`config.mk`:
```
export PLATFORM = sky130hd
export DESIGN_NAME = ram_arbiter
export DESIGN_NICKNAME = d
export VERILOG_FILES = /design/src/rtl/ram_arb_pkg.sv /design/src/rtl/rr_pick2.sv /design/src/rtl/ram_arbiter.sv
export SDC_FILE = /design/constraint.sdc
export NUM_CORES = 1
export LEC_CHECK = 0
export ABC_AREA = 1
export CAP_MARGIN = 20
export CORE_MARGIN = 1.5
export CORE_UTILIZATION = 36
export CTS_CLUSTER_DIAMETER = 200
export DETAILED_ROUTE_END_ITERATION = 12
export GPL_ROUTABILITY_DRIVEN = 0
export PLACE_DENSITY = 0.69
export RECOVER_POWER = 50
export SYNTH_ARGS = -nofsm -noshare
export SYNTH_HDL_FRONTEND = slang
export SYNTH_SLANG_ARGS = --single-unit
```
`constraint.sdc`:
```
create_clock -name clk -period 1.9 [get_ports clk]
set_input_delay 0.38 -clock clk [delete_from_list [all_inputs] [get_ports clk]]
set_output_delay 0.38 -clock clk [all_outputs]
set_load 0.02 [all_outputs]
```
`src/rtl/ram_arb_pkg.sv`:
```
// ram_arb_pkg: shared types and defaults for the two-master RAM arbiter.
//   state_e : arbiter FSM states
//   AW_DEF  : default RAM word-address width
//   DW_DEF  : default RAM data width
package ram_arb_pkg;

  localparam int AW_DEF = 8;
  localparam int DW_DEF = 32;

  typedef enum logic [1:0] {
    ST_IDLE   = 2'd0,
    ST_ACCESS = 2'd1,
    ST_ACK    = 2'd2
  } state_e;

endpackage

```
`src/rtl/rr_pick2.sv`:
```
// rr_pick2: two-way round-robin pick.
//   req[1:0] : in  request vector, bit i = master i
//   last     : in  master granted most recently
//   winner   : out chosen master (0 when nobody requests)
// With both requesting, the master that was not granted last wins;
// a lone requester always wins.
module rr_pick2 (
  input  logic [1:0] req,
  input  logic       last,
  output logic       winner
);

  assign winner = (req[0] & req[1]) ? ~last : req[1];

endmodule

```
`src/rtl/ram_arbiter.sv`:
```
// ram_arbiter: shares one external RAM between two masters.
//   clk, rst_n                    : clock, async active-low reset
//   mX_req/we/addr/wdata          : in  master X request (held until ack)
//   mX_ack/rdata                  : out one-cycle completion pulse, read result
//   w_en/w_addr/res               : out RAM write port
//   r_en/r_addr, r_data           : out/in RAM read port (r_data combinational)
//   busy                          : out transaction in flight (ACCESS/ACK)
//   gnt_id                        : out owner of current/last transaction
//
// state  | meaning
// IDLE   | no transaction; grant on any request
// ACCESS | single RAM cycle for the latched request
// ACK    | ack to winner; chain straight into the other master if waiting
module ram_arbiter
  import ram_arb_pkg::*;
#(
  parameter int AW = AW_DEF,
  parameter int DW = DW_DEF
) (
  input  logic          clk,
  input  logic          rst_n,
  input  logic          m0_req,
  input  logic          m0_we,
  input  logic [AW-1:0] m0_addr,
  input  logic [DW-1:0] m0_wdata,
  output logic          m0_ack,
  output logic [DW-1:0] m0_rdata,
  input  logic          m1_req,
  input  logic          m1_we,
  input  logic [AW-1:0] m1_addr,
  input  logic [DW-1:0] m1_wdata,
  output logic          m1_ack,
  output logic [DW-1:0] m1_rdata,
  output logic          w_en,
  output logic [AW-1:0] w_addr,
  output logic [DW-1:0] res,
  output logic          r_en,
  output logic [AW-1:0] r_addr,
  input  logic [DW-1:0] r_data,
  output logic          busy,
  output logic          gnt_id
);

  state_e        state_q, state_d;
  logic          gnt_q, gnt_d;
  // last_q resets to 1 so the first contended grant goes to master 0,
  // while gnt_id itself still reads 0 out of reset.
  logic          last_q, last_d;
  logic          we_q, we_d;
  logic [AW-1:0] addr_q, addr_d;
  logic [DW-1:0] wdata_q, wdata_d;
  logic [DW-1:0] rd0_q, rd0_d;
  logic [DW-1:0] rd1_q, rd1_d;

  logic [1:0]    pick_req;
  logic          pick_w;
  logic          load;
  logic [DW-1:0] result;

  // During ACK the master being acked may still hold req; mask it so only
  // the other master can chain in.
  always_comb begin
    pick_req = {m1_req, m0_req};
    if (state_q == ST_ACK) begin
      pick_req[gnt_q] = 1'b0;
    end
  end

  rr_pick2 u_pick (
    .req    (pick_req),
    .last   (last_q),
    .winner (pick_w)
  );

  always_ff @(posedge clk or negedge rst_n) begin
    if (!rst_n) begin
      state_q <= ST_IDLE;
      gnt_q   <= 1'b0;
      last_q  <= 1'b1;
      we_q    <= 1'b0;
      addr_q  <= '0;
      wdata_q <= '0;
      rd0_q   <= '0;
      rd1_q   <= '0;
    end else begin
      state_q <= state_d;
      gnt_q   <= gnt_d;
      last_q  <= last_d;
      we_q    <= we_d;
      addr_q  <= addr_d;
      wdata_q <= wdata_d;
      rd0_q   <= rd0_d;
      rd1_q   <= rd1_d;
    end
  end

  always_comb begin
    state_d = state_q;
    gnt_d   = gnt_q;
    last_d  = last_q;
    we_d    = we_q;
    addr_d  = addr_q;
    wdata_d = wdata_q;
    rd0_d   = rd0_q;
    rd1_d   = rd1_q;
    load    = 1'b0;
    result  = we_q ? '0 : r_data;

    case (state_q)
      ST_IDLE: begin
        if (|pick_req) begin
          load = 1'b1;
        end
      end
      ST_ACCESS: begin
        state_d = ST_ACK;
        if (gnt_q) begin
          rd1_d = result;
        end else begin
          rd0_d = result;
        end
      end
      ST_ACK: begin
        if (|pick_req) begin
          load = 1'b1;
        end else begin
          state_d = ST_IDLE;
        end
      end
      default: state_d = ST_IDLE;
    endcase

    if (load) begin
      state_d = ST_ACCESS;
      gnt_d   = pick_w;
      last_d  = pick_w;
      we_d    = pick_w ? m1_we    : m0_we;
      addr_d  = pick_w ? m1_addr  : m0_addr;
      wdata_d = pick_w ? m1_wdata : m0_wdata;
    end
  end

  // Enables decode straight from the state register, so an async reset
  // kills an in-flight access without waiting for a clock.
  assign w_en     = (state_q == ST_ACCESS) &  we_q;
  assign r_en     = (state_q == ST_ACCESS) & ~we_q;
  assign w_addr   = addr_q;
  assign r_addr   = addr_q;
  assign res      = wdata_q;
  assign busy     = (state_q != ST_IDLE);
  assign gnt_id   = gnt_q;
  assign m0_ack   = (state_q == ST_ACK) & ~gnt_q;
  assign m1_ack   = (state_q == ST_ACK) &  gnt_q;
  assign m0_rdata = rd0_q;
  assign m1_rdata = rd1_q;

endmodule

```
==> metrics.txt <==
worst endpoint required time 1520 ps; I/O pin count 236; row count 44; Max Freq 0.5420 GHz; Port-buffer cells 235; Hold WC Path Type in2async; min Tclk post-route 1845 ps; CP Capture Type primary output; Mapped Cells 729; total power 12.97 mW; run status complete, but fails checks; RR Startpoint state_q[1]; Initial Util 36.70%; Die H 124.5 µm; number of synthesis warnings 0; worst slew pin tran 1613 ps; final setup vio count 0; DRC 0; Sw Pwr 5.432 mW; internal power 7.541 mW; max-slew violations 67; htree depth 3; Max IR drop VDD 589.5 µV; final global-route overflow total 0; clock sink total 109; period utilization 97.12%; setup TNS 0 ps; # Post-CTS Setup Buffers 0; first-pass GRT wire length 25.94 mm; Antenna diodes 0; fin util 56.46%; Clock Tree Buf Depth 2; clk_lat worst skew 350 ps; die area 0.01550 mm²; Root Buffer clkbuf_16; final clock skew 8.968 ps; leakage power 4.323 nW; failing checks max-capacitance violations, max-slew violations; Final Worst Setup Slack 54.81 ps; core box area 0.01448 mm²; gr usage total 20.63%; sequential area share after synthesis 51.35%; Slowest cell on crit path clkdlybuf4s50_1; FF+latch count, synth 109; non-filler cells, final 1135; final instance area 0.008174 mm²; Worst EP arrival 1470 ps; CTS tree built; initial antenna violation count 0; clock share of power 15.5%; CP top delay family buffers and inverters; largest net degree at the start of global routing 67; WP buf/inv 1; Comb power frac 53.6%; max_cap viols 1; WHS 347.2 ps; vias in the first global route 5133; Synth-to-Final Area Change 53.83%; die width 124.5 µm; clock-pin slew on the worst setup and hold paths 70 ps; Mapped Nets 847; drt initial violations 358; crit path cell chain clkdlybuf4s50_1; worst-path maximum fanout 4; Worst setup SP type flop; endpoints failing hold 0; part of the power in registers 30.9%; kind of critical path reg2out; library cells used by synthesis 15; Nets 1065; pre-CTS setup slack 120.0 ps; Largest stage delay, worst path 730 ps; via count 5240; Max-slew headroom -7.554%; Placed Instance Area 0.007918 mm²; RSZ-0062 raised after global routing no; # placed instances 1120; Power Density 1587 mW/mm²; Syn Area/Cell 7.289 µm²; Routed WL 15.63 mm; mean number of vias per cell 4.617; total CTS buffers 9; Final ANT Viol Nets 0; worst setup path startpoint gnt_id; Final HPWL DP 11.10 mm; WL per Instance 13.77 µm; layout cells sized above 1 4.942%; drt first pass iters 5; Cell Area, Synth 0.005314 mm²; Sw Share 41.87%
[cell families after synthesis]
kind of cell | count (synthesis) | synth area share, %
buf+inv | 174 | 13.23
flops | 109 | 51.35
simple gates | 380 | 28.99
compound gates | 66 | 6.428
[power groups by stage]
stage	clock [mW]	sequential [mW]	combinational, mW
after global placement	0	4.02	7.03
after global routing	2.15	4.15	7.53
after floorplan	0	5.22	2.41
after CTS	2.07	4.02	7.08
final	2.01	4.01	6.95
after detailed placement	0	4.03	7.10
[synth_stat cells]
| cell type | instances | area share, % |
|---|---|---|
| nand3_1 | 84 | 7.9 |
| nand2_1 | 257 | 18 |
| clkbuf_1 | 27 | 1.9 |
| buf_2 | 16 | 1.5 |
| inv_1 | 120 | 8.5 |
| buf_4 | 8 | 1.1 |
| o21ai_0 | 59 | 5.6 |
| o21ai_1 | 6 | 0.57 |
| inv_2 | 3 | 0.21 |
| dfrtp_1 | 108 | 51 |
| a21oi_4 | 1 | 0.31 |
| dfstp_2 | 1 | 0.49 |
| nand3_2 | 1 | 0.19 |
| nor2_1 | 37 | 2.6 |
| or2_2 | 1 | 0.12 |
[layer usage]
layer,track usage (%),part of all wire [%],vias up
met1,26.52,44,2384
met5,0,0,-
met2,33.84,47,227
li1,-,-,2613
met4,6.288,1.5,0
met3,5.756,8.3,16
[path summary, 6_finish.rpt]
path                                end  slack (ps)  cells after the start
max reg2reg                 m0_rdata[5]         200                      7
min in group clk             state_q[1]         450                      1
max in group asynchronous  m1_rdata[26]         370                      2
max                              gnt_id          50                      1
min reg2reg                  state_q[1]         450                      1
min                           r_addr[0]         350                      2
[placed cells by master, fill, tap and decap left out, drive strengths merged]
cell type      instances
bufinv                 2
nor2                  37
dlygate4sd3            8
nand3                 85
o21ai                 65
a21oi                  1
dfstp                  1
buf                   20
inv                  123
or2                    1
clkbuf                18
clkinvlp               1
nand2                257
dlygate4sd2            2
dfrtp                108
clkdlybuf4s50        221
clkinv                 1
[final cells by class]
cell class              count  area (µm²)
multi-input cells         446        1884
repair buffers            258        2554
inverters                 123       461.7
fillers                  1364        6305
flip-flops and latches    109        2729
clock buffers              11       242.7
clock inverters             4       72.57
well taps                 184       230.2
[sequential cells by signal (all words and copies together), names as in the netlist]
name,count
r_addr,8
res,32
m0_rdata,32
state_q,2
m1_rdata,32
gnt_id,1
last_q,1
we_q,1
[timing repair]
item / CTS / global route
pin swaps: 0 / 0
setup endpoints to repair: 5 / 3
gates resized for setup: 5 / 6
hold buffers: 0 / 0
No activity file was read; power rests on OpenSTA's default activity.
==> RTL change 1: new RTL, config.mk and constraints unchanged <==
Re-encode `state_e` (3 states) as one-hot, 3 bits wide.
--- a/src/rtl/ram_arb_pkg.sv
+++ b/src/rtl/ram_arb_pkg.sv
@@ -7,10 +7,10 @@
   localparam int AW_DEF = 8;
   localparam int DW_DEF = 32;
 
-  typedef enum logic [1:0] {
-    ST_IDLE   = 2'd0,
-    ST_ACCESS = 2'd1,
-    ST_ACK    = 2'd2
+  typedef enum logic [2:0] {
+    ST_IDLE   = 3'b001,
+    ST_ACCESS = 3'b010,
+    ST_ACK    = 3'b100
   } state_e;
 
 endpackage
Check against the original RTL: no difference found for any inputs over 4 cycles, from zero or initial values and one cycle with rst_n low; so few cycles prove little.
==> RTL change 1 against the unedited design <==
- global-route usage shrank 0.068 points
- sequential cell count up 1
- design area grew 1.3%
- routed wire length is 1.7% higher
- total power increased by 3.4%
- synthesized cell count rose by 1.4%
- highest routed layer unchanged
- non-clock buffer count is 9 higher
- setup slack better by 33 ps
- synthesized area increased by 3.1%
- critical endpoint is now m1_ack
==> RTL change 1: results (changes against the unedited design) <==
| Metric | Value |
|---|---|
| GRT met1 Usage | `26.2% (-0.33 points)` |
| Gr usage total | `20.6% (-0.068 points)` |
| Wire length per cell | `13.8 µm (about the same)` |
| Metal-1 WL | `6.88 mm (+0.92%)` |
| Worst slew pin tran | `1040 ps (-573 ps)` |
| Register area share after synthesis | `50.3% (-1.1 points)` |
| Vias in the first global route | `5164 (+0.60%)` |
| Crit-path max cell delay | `590 ps (-140 ps)` |
| Layout cell share with drive strength beyond 1 | `5.88% (+0.94 points)` |
| Post-DP HPWL | `11.6 mm (+4.2%)` |
| Met3 WL | `1.45 mm (+11%)` |
| First-pass GRT wire length | `26.1 mm (+0.72%)` |
| Met2 WL | `7.36 mm (+1.1%)` |
| Grt met3 use | `6.62% (+0.87 points)` |
| Area post-placement | `0.00806 mm² (+1.8%)` |
| Largest net degree at the start of global routing | `43 (-36%)` |
| Worst path top cell family by delay | `flip-flops` |
| Slowest-stage cell, CP | `dfstp_2` |
| Reg power frac | `30.8% (about the same)` |
| Mapped Nets | `857 (+1.2%)` |
| Comb power | `7350 µW (+5.8%)` |
| Final Skew | `12.6 ps (+3.62 ps)` |
| R2R Path Start | `state_q[0]` |
| Post-placement cell count | `1138 (+1.6%)` |
| Via count | `5325 (+1.6%)` |
| FILL cells | `1389 (+1.8%)` |
| Synth top area cells | `dfrtp_1 49%, nand2_1 18%, inv_1 8.1%` |
| Outcome | `complete, no violations` |
| Synthesized netlist cell count | `739 (+1.4%)` |
| Pre-CTS WS | `48.5 ps (-71.5 ps)` |
| Post-synth top cells | `259 x nand2_1, 118 x inv_1, 108 x dfrtp_1` |
| Worst R2R Path Depth | `6 (-1)` |
| Via density | `4.62 (about the same)` |
| P_sw | `5720 µW (+5.2%)` |
| FF-to-FF End | `m0_rdata[15]` |
| Synth cell types | `22 (+7)` |
==> RTL change 1: changes by cell type after synthesis, sizes merged <==
cell	delta
clkbuf	-20
nand2	+5
or2	-1
nor3	+1
nor2	+2
nand3	+1
nand4	+1
dfstp	+1
inv	-1
nand3b	+1
buf	+21
a21oi	-1
==> RTL change 1: cells by family (layout without fill, tap and decap cells) <==
logic type             after synthesis  in the layout  share of synthesized area, %
AND/OR/NAND/NOR                    390            390                          29.6
buffers and inverters              174            404                          14.2
flip-flops                         110            110                          50.3
AO/OA/AOI/OAI                       65             65                          5.94
==> RTL change 1: area by class of cell <==
type / count / share of cell area (%)
clock buffers: 11 / 2.93
clock inverters: 4 / 0.665
inverters: 122 / 5.59
multi-input cells: 455 / 23.7
flip-flops and latches: 110 / 33.3
well taps: 184 / 2.78
repair buffers: 267 / 31.1
==> RTL change 1: timing repair <==
action / 4_1_cts / 5_1_grt
setup endpoints to repair: 6 / 18
gates cloned: 0 / 0
resized for setup: 10 / 7
buffers inserted: 0 / 0
==> RTL change 1: how the worst max path moves through the flow <==
| stage | endpoint | slack [ps] | depth (start not counted) |
|---|---|---|---|
| final | m1_ack | 90 | 4 |
| after global routing | res[0] | 10 | 9 |
| after CTS | m0_ack | 1 | 4 |
| after detailed placement | m0_rdata[25] | 50 | 6 |
| after global placement | we_q | 90 | 9 |
| after floorplan | r_en | 300 | 4 |
==> RTL change 1: metrics by stage <==
| step | utilization (%) | power [µW] | hold WS [ps] |
|---|---|---|---|
| 2_1_floorplan | - | 8160 | 84.4 |
| 3_3_place_gp | 54.8 | 11600 | 415 |
| 3_5_place_dp | 54.8 | 11700 | 416 |
| 4_1_cts | 56.8 | 13600 | 36.9 |
| 5_1_grt | 56.4 | 14300 | 294 |
| 6_report | 56.4 | 13400 | 207 |
==> RTL change 2: new RTL, same settings <==
Made on the original files. The package constant `AW_DEF` goes from 8 to 9.
--- a/src/rtl/ram_arb_pkg.sv
+++ b/src/rtl/ram_arb_pkg.sv
@@ -4,7 +4,7 @@
 //   DW_DEF  : default RAM data width
 package ram_arb_pkg;
 
-  localparam int AW_DEF = 8;
+  localparam int AW_DEF = 9;
   localparam int DW_DEF = 32;
 
   typedef enum logic [1:0] {
Ports: changed (resized m0_addr, m1_addr, r_addr and w_addr); port bits go from 236 to 240. The function was not compared with the original's and may differ.
==> RTL change 2 against the unedited design <==
- synthesized area rose by 1.3%
- core utilization is 0.30 points higher
- synthesized cell count is 1.1% higher
- clock skew rose by 0.70 ps
- cell count is 1.1% higher
- design area rose by 1.3%
- sequential share of layout area shrank 0.13 points
- routed wire length grew 3.3%
- total power rose by 2.2%
- sequential cell count rose by 1
- count of clock-buffer cells in the layout fell by 2
- setup slack gained 64 ps
==> RTL change 2: results (changes against the unedited design) <==
| Metric | Value |
|---|---|
| Post-Synth XOR/XNOR Area | `0% (unchanged)` |
| Critical Path Fanout Max | `3 (-1)` |
| Leakage power total | `0.00434 µW (+0.49%)` |
| Setup bufs post-CTS | `0 (unchanged)` |
| Wire length per cell | `14.1 µm (+2.1%)` |
| Crit-path max cell delay | `410 ps (-320 ps)` |
| CTS clk-pin slew, worst paths | `80 ps` |
| Met2 WL | `8.02 mm (+10%)` |
| Asr flop ratio synth | `100% (unchanged)` |
| Maximum vdd drop | `0.811 mV (+38%)` |
| Via count | `5297 (+1.1%)` |
| Synth top area cells | `dfrtp_1 51%, nand2_1 18%, inv_1 8.4%` |
| Drt pass-1 iters | `4 (-1)` |
| Hold/Removal Path Class | `flop to flop` |
| Met3 WL | `789 µm (-39%)` |
| Synth cell types | `16 (+1)` |
| Antenna diodes | `0 (unchanged)` |
| Highest metal used | `met4` |
| H-Tree Depth | `3 (unchanged)` |
| Vias in the first global route | `5229 (+1.9%)` |
| Worst EP arrival | `1400 ps (-70 ps)` |
| Outcome | `complete, no violations` |
| Metal-1 WL | `6.87 mm (+0.82%)` |
| Post-DP HPWL | `11.4 mm (+2.3%)` |
| Ys flop type | `dfrtp_1` |
| FILL cells | `1336 (-2.1%)` |
| Num CTS Buffers | `9 (unchanged)` |
| Final Skew | `9.67 ps (+0.698 ps)` |
| Layout cell share with drive strength beyond 1 | `5.19% (+0.24 points)` |
| Initial antenna violation count | `0 (unchanged)` |
| Clk buf depth | `2 (unchanged)` |
| Iter 0 DRT Violations | `298 (-17%)` |
| First-pass GRT wire length | `26.5 mm (+2.3%)` |
| Mux cell area share after synthesis | `0% (unchanged)` |
| Post-synth top cells | `259 x nand2_1, 120 x inv_1, 109 x dfrtp_1` |
| Gr usage total | `21.0% (+0.41 points)` |
| Post-Synth Adder-Cell Area | `0% (unchanged)` |
| Largest net degree at the start of global routing | `49 (-27%)` |
| Mapped Nets | `857 (+1.2%)` |
| Compound-Gate Fraction of Synth Area | `6.34% (-0.085 points)` |
| Root Driver | `clkbuf_16` |
| I/O Buffers | `239 (+1.7%)` |
| Yosys Warn Count | `0 (unchanged)` |
| Slowest-stage cell, CP | `dfrtp_1` |
| Post-layout net count | `1079 (+1.3%)` |
| Register area share after synthesis | `51.1% (-0.22 points)` |
| Worst slew pin tran | `716 ps (-897 ps)` |
| Clock Latency Late Sink | `360 ps` |
-- RTL change 2: changes by cell type after synthesis, sizes merged --
cell    change
inv         +1
nand3       +3
dfrtp       +1
nand2       +2
buf         +6
clkbuf      -5
-- RTL change 2: layer usage --
| metal | vias to the layer above | GRT usage [%] |
|---|---|---|
| li1 | 2655 | - |
| met1 | 2457 | 26.2 |
| met2 | 156 | 36.3 |
| met3 | 29 | 4.02 |
| met4 | 0 | 8.09 |
| met5 | - | 0 |
-- RTL change 2: kinds of logic (layout without fill, tap and decap cells) --
logic type             Yosys count  count (layout)
and+or+nand+nor                385             385
AOI/OAI and AO/OA               66              66
buffers and inverters          176             403
DFF                            110             110
-- RTL change 2: area by class of cell --
class	instances	share of cell area, %
Sequential cell	110	33.3
Timing Repair Buffer	263	31.7
Multi-Input combinational cell	451	23.0
Inverter	124	5.62
Tap cell	184	2.78
Clock buffer	9	2.72
Clock inverter	7	0.922
-- RTL change 2: repair_timing --
action                     CTS  global route
hold endpoints to repair    25             0
hold buffers                 1             0
setup endpoints to repair    5            24
gates resized for setup      9             6
-- RTL change 2: worst max-delay path: cells and delay by family (launching register included) --
family / cells / cell delay, ps
buffers and inverters: 3 / 510
flip-flops: 1 / 410
AND/OR/NAND/NOR: 1 / 120
-- RTL change 2: stage by stage --
stage	hold WS [ps]	worst slack (ps)	area, µm²	cells	utilization [%]
finish	448	119	8280	1148	56.8
global route	474	6.07	8280	1148	56.8
CTS	452	0.0930	8340	1148	57.1
detailed placement	331	91.5	8030	1131	55.0
global placement	326	103	8030	1131	55.0
floorplan	84.4	351	5390	737	-
-- RTL change 2: power by group --
group	switching [µW]	leakage (µW)	internal (µW)
clock network	954	0.000147	935
registers	620	0.00138	3440
logic	4200	0.00282	3100
total	5780	0.00434	7480
-- RTL change 2: final timing paths --
| path | start | to | slack [ps] | cells past startpoint |
|---|---|---|---|---|
| worst max-delay path | gnt_id | m0_ack | 120 | 4 |
| worst max register to register | state_q[1] | we_q | 200 | 8 |
| worst min-delay path | state_q[1] | state_q[1] | 450 | 1 |
| max in group asynchronous | rst_n | last_q | 360 | 3 |
| min in group asynchronous | rst_n | m0_rdata[16] | 620 | 2 |
| worst min register to register | state_q[1] | state_q[1] | 450 | 1 |
